--- config.mk ---
export PLATFORM = sky130hd
export DESIGN_NAME = imem_load_arbiter
export DESIGN_NICKNAME = d
export VERILOG_FILES = /design/src/rtl/imem_load_arbiter.sv
export SDC_FILE = /design/constraint.sdc
export NUM_CORES = 1
export LEC_CHECK = 0
export ABC_AREA = 1
export BUFFER_PORTS_ARGS = -buffer_cell sky130_fd_sc_hd__buf_2
export CAP_MARGIN = 20
export CORE_UTILIZATION = 25
export CTS_CLUSTER_SIZE = 40
export DETAILED_ROUTE_END_ITERATION = 12
export PLACE_DENSITY_LB_ADDON = 0.12
export SYNTH_ARGS = -nofsm -noshare
export SYNTH_HDL_FRONTEND = slang
export SYNTH_SLANG_ARGS = --single-unit
--- constraint.sdc ---
create_clock -name clk -period 2.05 [get_ports clk]
set_input_delay 0.1025 -clock clk [delete_from_list [all_inputs] [get_ports clk]]
set_output_delay 0.1025 -clock clk [all_outputs]
set_load 0.05 [all_outputs]
--- src/rtl/imem_load_arbiter.sv ---
// Instruction-memory port owner: streams a program in from the loader, then
// serves fetch reads for the core with alignment/range checking.
module imem_load_arbiter #(
  parameter int WIDTH  = 32,
  parameter int DEPTH  = 100,
  parameter int ADDR_W = 7
) (
  input  logic              clk,
  input  logic              rst,
  input  logic              ld_valid,
  output logic              ld_ready,
  input  logic [WIDTH-1:0]  ld_data,
  input  logic              ld_last,
  input  logic              reload,
  input  logic [WIDTH-1:0]  fetch_pc,
  output logic [WIDTH-1:0]  fetch_instr,
  output logic              fetch_fault,
  output logic              cpu_run,
  output logic [ADDR_W:0]   loaded_words,
  output logic              mem_we,
  output logic [ADDR_W-1:0] mem_addr,
  output logic [WIDTH-1:0]  mem_wdata,
  input  logic [WIDTH-1:0]  mem_rdata
);

  typedef enum logic [1:0] {S_LOAD, S_DONE, S_RUN} state_t;

  localparam logic [ADDR_W:0] LAST_IDX = (ADDR_W+1)'(DEPTH - 1);

  state_t            state_q, state_d;
  logic [ADDR_W:0]   wr_ptr_q, wr_ptr_d;
  logic [ADDR_W:0]   loaded_q, loaded_d;
  logic              fault_q, fault_d;
  logic              accept;
  logic              fetch_ok;

  assign accept = ld_valid && (state_q == S_LOAD);

  // Full-width compare so high PC bits can never alias into the array.
  assign fetch_ok = (fetch_pc[1:0] == 2'b00) &&
                    ((fetch_pc >> 2) < WIDTH'(loaded_q));

  always_ff @(posedge clk or posedge rst) begin
    if (rst) begin
      state_q  <= S_LOAD;
      wr_ptr_q <= '0;
      loaded_q <= '0;
      fault_q  <= 1'b0;
    end else begin
      state_q  <= state_d;
      wr_ptr_q <= wr_ptr_d;
      loaded_q <= loaded_d;
      fault_q  <= fault_d;
    end
  end

  always_comb begin
    state_d  = state_q;
    wr_ptr_d = wr_ptr_q;
    loaded_d = loaded_q;
    fault_d  = fault_q;
    case (state_q)
      S_LOAD: begin
        if (accept) begin
          wr_ptr_d = wr_ptr_q + 1'b1;
          if (ld_last || (wr_ptr_q == LAST_IDX)) state_d = S_DONE;
        end
      end
      S_DONE: begin
        loaded_d = wr_ptr_q;
        fault_d  = 1'b0;
        state_d  = S_RUN;
      end
      S_RUN: begin
        if (reload) begin
          state_d  = S_LOAD;
          wr_ptr_d = '0;
          fault_d  = 1'b0;
        end else if (!fetch_ok) begin
          fault_d = 1'b1;
        end
      end
      default: state_d = S_LOAD;
    endcase
  end

  assign ld_ready     = (state_q == S_LOAD);
  assign cpu_run      = (state_q == S_RUN);
  assign mem_we       = accept;
  assign mem_wdata    = ld_data;
  assign mem_addr     = (state_q == S_RUN) ? fetch_pc[ADDR_W+1:2] : wr_ptr_q[ADDR_W-1:0];
  assign fetch_instr  = ((state_q == S_RUN) && fetch_ok) ? mem_rdata : '0;
  assign fetch_fault  = fault_q;
  assign loaded_words = loaded_q;

endmodule
==> results.toml <==
[sta]
setup_tns_ns = -0.522
worstMarginPinSlew_ns = 0.803
min_period_ns = 2.09
max_slew_margin_pct = 46.4
final_hold_viol_count = 19
max_freq_ghz = 0.479
setup_violations = 20
grt_setup_unrepaired = "true"
drv_slew = 0
finalCritPeriodShare_pct = 102
hold_slack_ns = -0.0128
timing.final.ws_setup_ns = -0.0365
fin_skew_ns = 0.00438

[run]
drv_cap = 0

[floorplanning]
rows = 31
die_area_um2 = 7990
pin_count = 184
die_w_um = 89.4
core-area_um2 = 7330
start_util_pct = 26.0
die_h_um = 89.4

[power_and_ir_drop]
p_leak_nw = 1.59
swShare_pct = 57.9
switchingPower_w = 0.00166
intPower_w = 0.00120
irDropWorstVdd_v = 0.000751
p_seq_share_pct = 23.7
clockPowerShare_pct = 9.3
p_comb_share_pct = 66.9
p_per_area_nw_per_um2 = 955

[finish]
area_delta_synth_final_pct = 56.9
utilization_pct = 40.9
post_route_cells_drive_above_1_share_pct = 48.0
instances_no_fill = 482
diodes = 0
nets = 497
n_fill_cell = 763

[setup_path]
cp_top_family = "simple AND/OR/NAND/NOR gates"
cp.arrival_ns = 1.98
crit_fanout = 20
endpoint_kind = "output port"
worst-path-buf-inv = 3
crit_type = "reg -> out"
cp-startpoint = "loaded_words[7]"
cp-start-kind = "flop"
slowest_stage = "dfrtp_1"
crit_chain = "inv_2 -> ha_4 -> nand2_2 -> nand2_1 -> nor2_1 -> nand2_1 -> nor2_4 -> nand3_4 -> buf_12 -> nor2_4 -> buf_8"
critPathRequiredTime_ns = 1.95
r2r-start = "state_q[0]"
max_stage_delay_ns = 0.39

[synthesis]
avgSynthCellArea_um2 = 6.56
netlist_area_um2 = 1910
synth-seq-cells = 19
synth_cell_types = 23
yosysWarnings = 0
synth_fp_nets = 404
syn_inst = 291
ys_seq_area_share_pct = 24.9

[routing]
m1WireLength_um = 2210
met3_length_um = 461
routedWlPerCell_um = 12.2
wl_met2_um = 3200
via_count = 1991
drtIter0Drc = 67
dr.pass1.iters = 4
avgViaCountPerCell = 4.13
final_antenna_net_count = 0
drc = 0
routed_wl_um = 5900
topRoutingLayerUsed = "met4"

[clock_tree]
cts_root_buffer = "clkbuf_8"
clkSinkCount = 19
cts_max_level = 1
cts_buffer_depth = 2
path_clk_slew_ns = 0.07
cts_tree = "yes"
ctsHoldBuffers = 0
cts_buffers = 3
clkLatencyLatePin_ns = 0.26

[global_route]
grt_overflow_total = 0
antenna_found_initial = 0
grt_pass1_vias = 1841
grt_usage_pct = 13.5
grt_pass1_wl_um = 8370
grt_max_degree = 21

[placed_design]
post-place-ws_ns = 0.118
globalplace.congestion = 0.722
dp_hpwl_um = 4750
io_buffers = 119
place_inst = 474

[status]
outcome = "finished with violations"
violations = "negative hold slack, negative setup slack"

[worst_hold_path]
hold_class = "in -> async"
==> sequential cells by signal, indices dropped and copies added, names as in the netlist <==
name and flops:
loaded_words 8, wr_ptr_q 8, state_q 2, fetch_fault 1
==> Yosys cell counts (all sizes together) <==
cell type  instances  area share, %
nand3              8            2.8
ha                12            7.9
dfrtp             19             25
buf               37             16
inv               66             13
o31ai              1           0.39
o21ai             22            5.8
nor3               1           0.26
nand2             49            9.6
xor2               3            1.4
clkbuf             2           0.39
a21oi              7            2.4
nor2              56             13
nand4              6            2.0
or2                1           0.33
and3               1           0.33
==> per-stage QoR <==
stage | area [um2] | total power [W]
3_5_place_dp | 2600 | 0.00257
4_1_cts | 2860 | 0.00287
2_1_floorplan | 2130 | 0.00231
5_1_grt | 3000 | 0.00312
6_report | 3000 | 0.00286
3_3_place_gp | 2600 | 0.00256
==> final timing paths <==
| check | endpoint | slack [ns] | cells past startpoint |
|---|---|---|---|
| min | state_q[0] | -0.01 | 2 |
| min in group clk | mem_wdata[17] | 0.21 | 0 |
| max | fetch_instr[24] | -0.04 | 11 |
| max reg2reg | wr_ptr_q[4] | 0.33 | 6 |
| min reg2reg | fetch_fault | 0.52 | 2 |
| max in group asynchronous | loaded_words[5] | 1.51 | 2 |
==> layout by cell type (no fill, tap or decap) <==
master     count
or2_1          1
and3_1         1
clkbuf_1       1
o21ai_0        8
nor2_1        23
nor2_4        33
buf_2         87
a21oi_1        4
a21oi_4        1
nand4_1        6
buf_12         2
dfrtp_2        1
nand2_1       47
inv_1         60
ha_4           2
nand2_2        2
o21ai_2        5
o21ai_1        9
buf_4          5
buf_8         15
dfrtp_1       18
o31ai_1        1
ha_2           1
clkbuf_16      1
nand3_1        7
inv_2          6
xor2_1         3
a21oi_2        2
ha_1           9
clkbuf_8       3
nor3_1         1
nand3_4        1
buf_6         17
==> repair_timing <==
action / 4_1_cts / 5_1_grt
setup buffers: 0 / 3
endpoints found under the setup margin: 32 / 35
gates resized for setup: 68 / 26
gates cloned: 0 / 1
==> cells by family after synthesis <==
group           after synthesis  share of synthesized area (%)
fa+ha+maj                    12                           7.86
xor+xnor                      3                           1.38
flops                        19                           24.9
simple gates                122                           28.4
compound gates               30                           8.59
buf+inv                     105                           28.9
==> layout make-up <==
class	instances	area, um2	area share (%)
timing repair buffer	127	955	31.9
sequential	19	477	15.9
multi-input combinational	167	1150	38.3
tap	99	124	4.13
inverter	66	248	8.27
clock buffer	4	45.0	1.50
==> routing by layer <==
layer	GRT usage, %	up-vias
met5	0	-
met4	2.74	0
met3	3.32	2
met2	26.5	91
met1	14.7	878
li1	-	1020
==> power groups by stage <==
stage               Combinational [W]  Clock (W)  Sequential [W]
floorplan                     0.00143          0        0.000873
global placement              0.00188          0        0.000680
detailed placement            0.00189          0        0.000683
CTS                           0.00191   0.000278        0.000679
global route                  0.00212   0.000298        0.000703
finish                        0.00191   0.000267        0.000679
Note: power is estimated with default switching activity, not from simulation.
